### src/rtl/ps2_key_rx.sv
// PS/2 keyboard receiver: decodes set-2 make codes for hex keys 0-F into a
// small digit FIFO read through a single 32-bit MMIO word.
module ps2_key_rx #(
    parameter int TIMEOUT_CYC = 50000,
    parameter int FIFO_DEPTH  = 4
) (
    input  logic        clk,
    input  logic        rst,
    input  logic        ps2_clk,
    input  logic        ps2_data,
    input  logic        rd_en,
    input  logic        clr_err,
    output logic [31:0] key_data,
    output logic        key_valid,
    output logic        overflow,
    output logic        frame_err
);
    localparam int PW = (FIFO_DEPTH > 1) ? $clog2(FIFO_DEPTH) : 1;
    localparam int CW = $clog2(FIFO_DEPTH + 1);
    localparam int TW = $clog2(TIMEOUT_CYC + 1);

    typedef enum logic [1:0] {IDLE, DATA, PARITY, STOP} state_t;

    logic          pclk_s1_q, pclk_s2_q, pclk_prev_q, pdat_s1_q, pdat_s2_q;
    state_t        state_q, state_d;
    logic [7:0]    shift_q, shift_d;
    logic [2:0]    bcnt_q, bcnt_d;
    logic          par_q, par_d;
    logic [TW-1:0] to_q, to_d;
    logic          ext_q, ext_d, brk_q, brk_d;
    logic [3:0]    mem_q [FIFO_DEPTH];
    logic [PW-1:0] wr_ptr_q, wr_ptr_d, rd_ptr_q, rd_ptr_d;
    logic [CW-1:0] cnt_q, cnt_d;
    logic          overflow_q, overflow_d, frame_err_q, frame_err_d;

    logic       fall, push, ferr_ev, map_hit, full, pop, wr;
    logic [3:0] map_dig;

    assign fall = pclk_prev_q & ~pclk_s2_q;

    always_comb begin
        map_hit = 1'b1;
        map_dig = 4'h0;
        case (shift_q)
            8'h45: map_dig = 4'h0;
            8'h16: map_dig = 4'h1;
            8'h1E: map_dig = 4'h2;
            8'h26: map_dig = 4'h3;
            8'h25: map_dig = 4'h4;
            8'h2E: map_dig = 4'h5;
            8'h36: map_dig = 4'h6;
            8'h3D: map_dig = 4'h7;
            8'h3E: map_dig = 4'h8;
            8'h46: map_dig = 4'h9;
            8'h1C: map_dig = 4'hA;
            8'h32: map_dig = 4'hB;
            8'h21: map_dig = 4'hC;
            8'h23: map_dig = 4'hD;
            8'h24: map_dig = 4'hE;
            8'h2B: map_dig = 4'hF;
            default: map_hit = 1'b0;
        endcase
    end

    always_comb begin
        state_d = state_q;
        shift_d = shift_q;
        bcnt_d  = bcnt_q;
        par_d   = par_q;
        to_d    = to_q;
        ext_d   = ext_q;
        brk_d   = brk_q;
        push    = 1'b0;
        ferr_ev = 1'b0;
        if (fall) begin
            to_d = '0;
            case (state_q)
                IDLE: begin
                    if (!pdat_s2_q) begin
                        state_d = DATA;
                        bcnt_d  = 3'd0;
                    end else begin
                        ferr_ev = 1'b1;
                    end
                end
                DATA: begin
                    shift_d = {pdat_s2_q, shift_q[7:1]};
                    bcnt_d  = bcnt_q + 3'd1;
                    if (bcnt_q == 3'd7) state_d = PARITY;
                end
                PARITY: begin
                    par_d   = pdat_s2_q;
                    state_d = STOP;
                end
                STOP: begin
                    state_d = IDLE;
                    if (pdat_s2_q && (^{shift_q, par_q})) begin
                        if (shift_q == 8'hE0) begin
                            ext_d = 1'b1;
                        end else if (shift_q == 8'hF0) begin
                            brk_d = 1'b1;
                        end else if (ext_q || brk_q) begin
                            // Extended keys and break codes never produce digits.
                            ext_d = 1'b0;
                            brk_d = 1'b0;
                        end else begin
                            push = map_hit;
                        end
                    end else begin
                        ferr_ev = 1'b1;
                    end
                end
                default: state_d = IDLE;
            endcase
        end else if (state_q != IDLE) begin
            if (to_q == TW'(TIMEOUT_CYC - 1)) begin
                state_d = IDLE;
                to_d    = '0;
                shift_d = '0;
                ext_d   = 1'b0;
                brk_d   = 1'b0;
                ferr_ev = 1'b1;
            end else begin
                to_d = to_q + 1'b1;
            end
        end
    end

    // A push into a full FIFO only lands when a pop frees the head slot.
    assign full = (cnt_q == CW'(FIFO_DEPTH));
    assign pop  = rd_en && (cnt_q != '0);
    assign wr   = push && (!full || pop);

    always_comb begin
        wr_ptr_d = wr  ? wr_ptr_q + 1'b1 : wr_ptr_q;
        rd_ptr_d = pop ? rd_ptr_q + 1'b1 : rd_ptr_q;
        cnt_d    = cnt_q;
        if (wr && !pop)      cnt_d = cnt_q + 1'b1;
        else if (!wr && pop) cnt_d = cnt_q - 1'b1;
        overflow_d  = (overflow_q & ~clr_err) | (push & full & ~pop);
        frame_err_d = (frame_err_q & ~clr_err) | ferr_ev;
    end

    always_ff @(posedge clk) begin
        if (rst) begin
            pclk_s1_q   <= 1'b1;
            pclk_s2_q   <= 1'b1;
            pclk_prev_q <= 1'b1;
            pdat_s1_q   <= 1'b1;
            pdat_s2_q   <= 1'b1;
            state_q     <= IDLE;
            shift_q     <= '0;
            bcnt_q      <= '0;
            par_q       <= 1'b0;
            to_q        <= '0;
            ext_q       <= 1'b0;
            brk_q       <= 1'b0;
            wr_ptr_q    <= '0;
            rd_ptr_q    <= '0;
            cnt_q       <= '0;
            overflow_q  <= 1'b0;
            frame_err_q <= 1'b0;
        end else begin
            pclk_s1_q   <= ps2_clk;
            pclk_s2_q   <= pclk_s1_q;
            pclk_prev_q <= pclk_s2_q;
            pdat_s1_q   <= ps2_data;
            pdat_s2_q   <= pdat_s1_q;
            state_q     <= state_d;
            shift_q     <= shift_d;
            bcnt_q      <= bcnt_d;
            par_q       <= par_d;
            to_q        <= to_d;
            ext_q       <= ext_d;
            brk_q       <= brk_d;
            wr_ptr_q    <= wr_ptr_d;
            rd_ptr_q    <= rd_ptr_d;
            cnt_q       <= cnt_d;
            overflow_q  <= overflow_d;
            frame_err_q <= frame_err_d;
        end
    end

    always_ff @(posedge clk) begin
        if (wr) mem_q[wr_ptr_q] <= map_dig;
    end

    assign key_valid = (cnt_q != '0);
    assign key_data  = key_valid ? {1'b1, 27'd0, mem_q[rd_ptr_q]} : 32'd0;
    assign overflow  = overflow_q;
    assign frame_err = frame_err_q;
endmodule

### config.mk
export PLATFORM = sky130hd
export DESIGN_NAME = ps2_key_rx
export DESIGN_NICKNAME = d
export VERILOG_FILES = /design/src/rtl/ps2_key_rx.sv
export SDC_FILE = /design/constraint.sdc
export NUM_CORES = 1
export LEC_CHECK = 0
export ABC_AREA = 1
export CAP_MARGIN = 20
export CORE_MARGIN = 5
export CORE_UTILIZATION = 51
export CTS_CLUSTER_SIZE = 20
export DETAILED_ROUTE_END_ITERATION = 10
export PLACE_DENSITY_LB_ADDON = 0.3
export SLEW_MARGIN = 25
export SYNTH_ARGS = -nofsm -noshare
export SYNTH_HDL_FRONTEND = slang
export SYNTH_SLANG_ARGS = --single-unit
### constraint.sdc
create_clock -name clk -period 2.6 [get_ports clk]
set_clock_uncertainty 0.2 [all_clocks]
set_input_delay 0.26 -clock clk [delete_from_list [all_inputs] [get_ports clk]]
set_output_delay 0.26 -clock clk [all_outputs]
set_load 0.05 [all_outputs]
After elaboration in Yosys (flattened, before gate mapping)
Memory sizes are Yosys's and may differ from the RTL's. A register that Yosys moved wholly into a read port is not among the register bits. Cells that the tools add are included.

Register bits: 46. Memory bits (writable): 16. Input bits: 6. Output and inout port bits: 35. Logic and storage cells: 141. Memories kept: 1.

$add $sub $neg: 6. Eq/ne operators: 34. Mux-type cells: 47. Bitwise logic cells: 10. Reduce and logical (&&, ||, !) cells: 26.

Memories: mem_q (words 4, width 4, read ports 1, clocked after Yosys merged registers in 1, write ports 1, RTL line 31) `logic [3:0] mem_q [FIFO_DEPTH];`.

Operators with widths (number): $eq A8 B6 Y1 const B (11); $pmux W4 S15 (1); $mux W32 (1); $mux W8 (4); $mux W1 (27); $eq A8 B5 Y1 const B (3); $add A16 B1 Y16 const B (1); $eq A16 B16 Y1 const B (1); $eq A8 B7 Y1 const B (2); $eq A8 B8 Y1 const B (2); $mux W16 (1); $reduce_or A16 Y1 (1); $mux W2 (7); $reduce_and A6 Y1 (2); $reduce_bool A2 Y1 (5); $mux W3 (3); $ne A3 B3 Y1 const B (3); $reduce_xor A9 Y1 (1); $pmux W2 S4 (1); $add A3 B1 Y3 const B (2); $eq A3 B3 Y1 const B (2); $ne A2 B1 Y1 const B (3); $ne A3 B1 Y1 const B (2); $pmux W3 S2 (1); other kinds (18) (36).

Longest topological paths before layout
Depth after elaboration: 14. Gate-level depth with buffers: 18. Mapped depth without buffers: 18.

Worst setup path before layout
No wires, ideal clock.

Kind: flip-flop to flip-flop. Start: register shift_q[7]. End: register cnt_q[2]. Library setup time: 122 ps. Arrival time: 2213 ps. Required time: 2278 ps. Path slack: 65 ps. Cell stages (with the launch flop): 19. Path buffers: 0. Clock period less this slack: 2535 ps. Cells stage by stage: dfxtp_1 inv_1 nand2_1 nor2_4 nand2_1 nand2_1 nor2_1 nand2_2 nor2_2 nor2_4 nand3_4 inv_1 ha_1 inv_1 fa_1 a21oi_1 o21ai_0 o21ai_0 a21oi_1.

Cells in the longest elaborated chain, start to end: 13. Elaborated cells between the ends (all ways): 34. Classes of those cells: 18 x eq/ne; 8 x mux; 8 x reduce/logical.

Ends and longest elaborated chain: from (decl) (RTL line 26) `logic [7:0] shift_q, shift_d;`; from (signal assigned) (RTL line 170) `shift_q <= shift_d;`; $eq A8 B6 Y1, or another cell as far along (RTL line 44) `case (shift_q)`; $reduce_or A16 Y1 (no source line); $mux W1 (RTL line 44); $mux W1 (RTL line 102) `end else if (ext_q || brk_q) begin`; $mux W1 (RTL line 100) `end else if (shift_q == 8'hF0) begin`; $mux W1 (RTL line 98) `if (shift_q == 8'hE0) begin`; $mux W1 * (RTL line 97) `if (pdat_s2_q && (^{shift_q, par_q})) begin`; $mux W1 * (RTL line 77) `case (state_q)`; $mux W1 * (RTL line 75) `if (fall) begin`; $logic_and A1 B1 Y1 * (RTL line 132) `assign wr = push && (!full || pop);`; named net wr (RTL line 36) `logic fall, push, ferr_ev, map_hit, full, pop, wr;`; $logic_not A1 Y1 (RTL line 139) `else if (!wr && pop) cnt_d = cnt_q - 1'b1;`; $logic_and A1 B1 Y1 (RTL line 139); $reduce_bool A2 Y1 (no source line); to (signal assigned) (RTL line 178) `cnt_q <= cnt_d;`; to (decl) (RTL line 33) `logic [CW-1:0] cnt_q, cnt_d;`.

The timed path passes the listed nets; every way through them passes the cells marked *. A chain may end at the register's enable or synchronous reset.

Final worst setup path
Start: register shift_q[6]. End: register cnt_q[2].

Same word-level chain as after synthesis.

==> flow_results.xml <==
<?xml version="1.0" encoding="UTF-8"?>
<metrics>
  <group name="outcome">
    <metric name="status" unit="">finished, final reports clean</metric>
  </group>
  <group name="synthesis">
    <metric name="synth-async-reset-ratio" unit="%">0</metric>
    <metric name="synthesis.area" unit="sq um">3595</metric>
    <metric name="yosys.area.top_type" unit="">dfxtp_1</metric>
    <metric name="synthDistinctLibCells" unit="">33</metric>
    <metric name="synth_edf_count" unit="">16</metric>
    <metric name="synth_top_cells_by_count" unit="">nand2_1 (108), nor2_1 (83), inv_1 (64), dfxtp_1 (48), buf_4 (28)</metric>
    <metric name="synth_top_flop_cell" unit="">dfxtp_1</metric>
    <metric name="postSynthCellCount" unit="">497</metric>
    <metric name="avgSynthCellArea" unit="sq um">7.233</metric>
    <metric name="synth.yosys.warnings" unit="">0</metric>
    <metric name="synth_top_cells_by_area" unit="">dfxtp_1 (27%), edfxtp_1 (13%), nand2_1 (11%), nor2_1 (8.7%), inv_1 (6.7%)</metric>
    <metric name="synth_most_common_cell" unit="">nand2_1</metric>
    <metric name="synth_seq_area_share" unit="%">40.10</metric>
    <metric name="count_of_state_elements_after_synthesis" unit="">64</metric>
    <metric name="yosys.area.top_type_share" unit="%">26.73</metric>
  </group>
  <group name="floorplanning">
    <metric name="top_level_ports" unit="">41</metric>
    <metric name="die_area" unit="sq um">8828</metric>
    <metric name="design.core.area" unit="sq um">6832</metric>
    <metric name="placement_rows" unit="">30</metric>
    <metric name="fp.dieW" unit="um">93.96</metric>
    <metric name="die_height" unit="um">93.96</metric>
    <metric name="initial_utilization" unit="%">52.62</metric>
  </group>
  <group name="sta">
    <metric name="max_slew.worst_pin.slew" unit="ps">505.5</metric>
    <metric name="finalCriticalPeriod" unit="ps">2582</metric>
    <metric name="fin_tns_setup" unit="ps">0</metric>
    <metric name="slew_viol_final" unit="">0</metric>
    <metric name="max_slew_headroom" unit="%">66.25</metric>
    <metric name="final-hold-violation-count" unit="">0</metric>
    <metric name="timing.fmax" unit="MHz">387.3</metric>
    <metric name="rsz0062_at_grt" unit="">yes</metric>
    <metric name="min_period_over_period" unit="%">99.32</metric>
    <metric name="setup_viol" unit="">0</metric>
  </group>
  <group name="place">
    <metric name="place.gp.congestion" unit="">0.8412</metric>
    <metric name="port_buffer_cells" unit="">13</metric>
    <metric name="place_hpwl" unit="mm">5.158</metric>
  </group>
  <group name="clocking">
    <metric name="cts.sink_count" unit="">64</metric>
    <metric name="worst_skew_pair_later_pin_latency" unit="ps">340</metric>
    <metric name="ctsHtreeMaxLevel" unit="">3</metric>
    <metric name="cts_inserted_buffers" unit="">9</metric>
    <metric name="cts.path.max_buffers" unit="">2</metric>
    <metric name="cts_tree" unit="">yes</metric>
    <metric name="clkSlewWorstSetupHoldPaths" unit="ps">70</metric>
    <metric name="cts_stage_hold_buffer_count" unit="">0</metric>
    <metric name="cts.root.buffer_cell" unit="">clkbuf_8</metric>
  </group>
  <group name="drt">
    <metric name="drtPass1Iterations" unit="">4</metric>
    <metric name="topRoutingLayerUsed" unit="">met4</metric>
    <metric name="wl_met3" unit="um">246</metric>
    <metric name="drt-met1-wl" unit="mm">2.947</metric>
    <metric name="drt_wl_total" unit="mm">6.911</metric>
    <metric name="number_of_violations_reported_at_the_end_of_detailed_routing_iteration_0" unit="">95</metric>
    <metric name="ant_nets" unit="">0</metric>
    <metric name="vias" unit="">2993</metric>
    <metric name="route.detailed.wl_per_inst" unit="um">10.97</metric>
    <metric name="wl_met2" unit="mm">3.671</metric>
    <metric name="drcViolationCount" unit="">0</metric>
    <metric name="detail_route.vias_per_cell" unit="">4.751</metric>
  </group>
  <group name="power_and_ir_drop">
    <metric name="leakagePower" unit="uW">0.001886</metric>
    <metric name="peak_supply_drop" unit="uV">301.4</metric>
    <metric name="cellPowerDensity" unit="nW/um^2">626.9</metric>
    <metric name="total_power" unit="uW">2590</metric>
  </group>
  <group name="worst_hold_path">
    <metric name="hold_path_depth" unit="">1</metric>
    <metric name="worstHoldStart" unit="">pdat_s1_q$_SDFF_PP1_</metric>
    <metric name="holdPathEnd" unit="">pdat_s2_q$_SDFF_PP1_</metric>
    <metric name="min_path_type" unit="">reg -&gt; reg</metric>
  </group>
  <group name="layout">
    <metric name="design.final.nets" unit="">548</metric>
    <metric name="drive_gt1_share" unit="%">16.85</metric>
    <metric name="antenna-diode-count" unit="">0</metric>
    <metric name="area_delta_synth_final" unit="%">14.93</metric>
  </group>
  <group name="setup_path">
    <metric name="worst-r2r-setup-slack" unit="ps">20</metric>
    <metric name="critPathKind" unit="">reg -&gt; reg</metric>
    <metric name="worstSetupStartpointType" unit="">flop</metric>
    <metric name="cp_data_required_time" unit="ps">2630</metric>
    <metric name="worst-r2r-cell-count" unit="">18</metric>
    <metric name="worstReg2RegStart" unit="">shift_q[6]$_SDFFE_PP0P_</metric>
    <metric name="type_of_destination_of_the_critical_path" unit="">flop</metric>
    <metric name="regToRegEndpoint" unit="">cnt_q[2]$_SDFFE_PP0P_</metric>
    <metric name="worstPathArrival" unit="ps">2620</metric>
    <metric name="timing.critical_path.fanout_max" unit="">6</metric>
  </group>
  <group name="global_routing">
    <metric name="grt_pass1_wl" unit="mm">11.62</metric>
    <metric name="grtUsageTotal" unit="%">16.33</metric>
    <metric name="gr-total-overflow" unit="">0</metric>
    <metric name="first_global_vias" unit="">2855</metric>
    <metric name="grt_max_degree" unit="">20</metric>
    <metric name="antenna_violations_before_repair" unit="">0</metric>
  </group>
  <group name="flow_run">
    <metric name="max_cap_violations" unit="">0</metric>
  </group>
</metrics>
-- how the worst max path moves through the flow --
| stage | to | cells past startpoint | from |
|---|---|---|---|
| after global routing | cnt_q[2]$_SDFFE_PP0P_ | 18 | shift_q[6]$_SDFFE_PP0P_ |
| after detailed placement | cnt_q[2]$_SDFFE_PP0P_ | 17 | shift_q[0]$_SDFFE_PP0P_ |
| after CTS | cnt_q[2]$_SDFFE_PP0P_ | 18 | shift_q[4]$_SDFFE_PP0P_ |
| final | cnt_q[2]$_SDFFE_PP0P_ | 18 | shift_q[6]$_SDFFE_PP0P_ |
| after global placement | cnt_q[2]$_SDFFE_PP0P_ | 17 | shift_q[0]$_SDFFE_PP0P_ |
| after floorplan | cnt_q[2]$_SDFFE_PP0P_ | 18 | shift_q[7]$_SDFFE_PP0P_ |
-- state kept, by name, indices dropped and copies added (netlist names), named ones only --
name	count
mem_q	16
to_q	16
shift_q	8
bcnt_q	3
cnt_q	3
rd_ptr_q	2
state_q	2
wr_ptr_q	2
brk_q	1
ext_q	1
frame_err	1
overflow	1
par_q	1
pclk_prev_q	1
pclk_s1_q	1
pclk_s2_q	1
pdat_s1_q	1
pdat_s2_q	1
-- stage by stage --
step                cells  hold WS, ps  setup WS [ps]  util [%]  instance area, sq um
global route          630        229.3         -140.7     60.48                  4131
CTS                   629        215.3         0.8669     59.25                  4048
global placement      611        194.2         -71.10     55.66                  3802
floorplan             523        163.8          64.70         -                  3692
detailed placement    611        203.0         -100.7     55.66                  3802
finish                630        211.7          17.76     60.48                  4131
-- final cells by class --
class / count / area [sq um]
clock inverter: 4 / 50.05
timing repair buffer: 28 / 252.7
clock buffer: 12 / 166.4
sequential: 64 / 1458
multi-input combinational: 356 / 1817
tap: 96 / 120.1
inverter: 70 / 267.8
fill: 632 / 2700
-- power by group --
group	internal, uW	total, uW	switching, uW
sequential	1050	1090	39.9
clock	526	910	384
combinational	164	592	428
-- what timing repair did --
| action | in CTS | in global routing |
|---|---|---|
| buffers inserted | 2 | 1 |
| resized for setup | 13 | 31 |
| pin swaps | 1 | 7 |
| setup endpoints to repair | 2 | 6 |
-- placed cells by master (no fill, tap or decap), types with 2 or more instances in the layout --
cell,Yosys,routed
nor2_4,3,5
o21ai_1,0,2
nand4_1,9,9
or2_2,6,6
inv_4,0,2
nor2_1,83,78
nand3_4,2,2
o22ai_1,7,7
o21a_1,4,4
conb_1,1,27
dfxtp_2,0,4
nand2_2,4,13
nor2_2,6,9
clkdlybuf4s50_1,0,9
clkinvlp_4,0,2
clkbuf_8,0,10
nand2_1,108,98
ha_1,12,12
nand3b_1,2,2
nor3_1,4,4
xor2_1,3,3
dlymetal6s2s_1,0,4
nand3_2,3,3
buf_4,28,15
dfxtp_1,48,41
edfxtp_1,16,16
o21ai_0,21,18
a21oi_1,26,26
inv_1,64,59
a211oi_1,2,2
inv_2,6,9
nand3_1,18,18
dfxtp_4,0,3
-- logic make-up after synthesis --
group / synth area share (%)
AOI/OAI and AO/OA: 9.189
xor gates and xnor gates: 0.9748
adders and majority gates: 4.734
buffers and inverters: 13.71
DFF: 40.10
other: 0.1043
and+or+nand+nor: 31.19
-- critical path: stages (launching register included) --
cell	delay (ps)
dfxtp_1	330
inv_2	90
nand2_2	90
nor2_4	180
nand2_1	80
nand2_1	110
nor2_2	60
nand2_2	80
nor2_2	50
nor2_4	110
nand3_4	80
inv_1	60
ha_1	140
inv_2	40
fa_2	330
a21oi_1	140
o21ai_1	100
o21ai_1	160
a21oi_1	50
-- routing by layer --
layer,vias up,GRT usage (%)
li1,1591,-
met1,1353,17.88
met2,42,29.80
met3,7,3.846
met4,0,6.980
met5,-,0
Note: power is estimated with default switching activity, not from simulation.
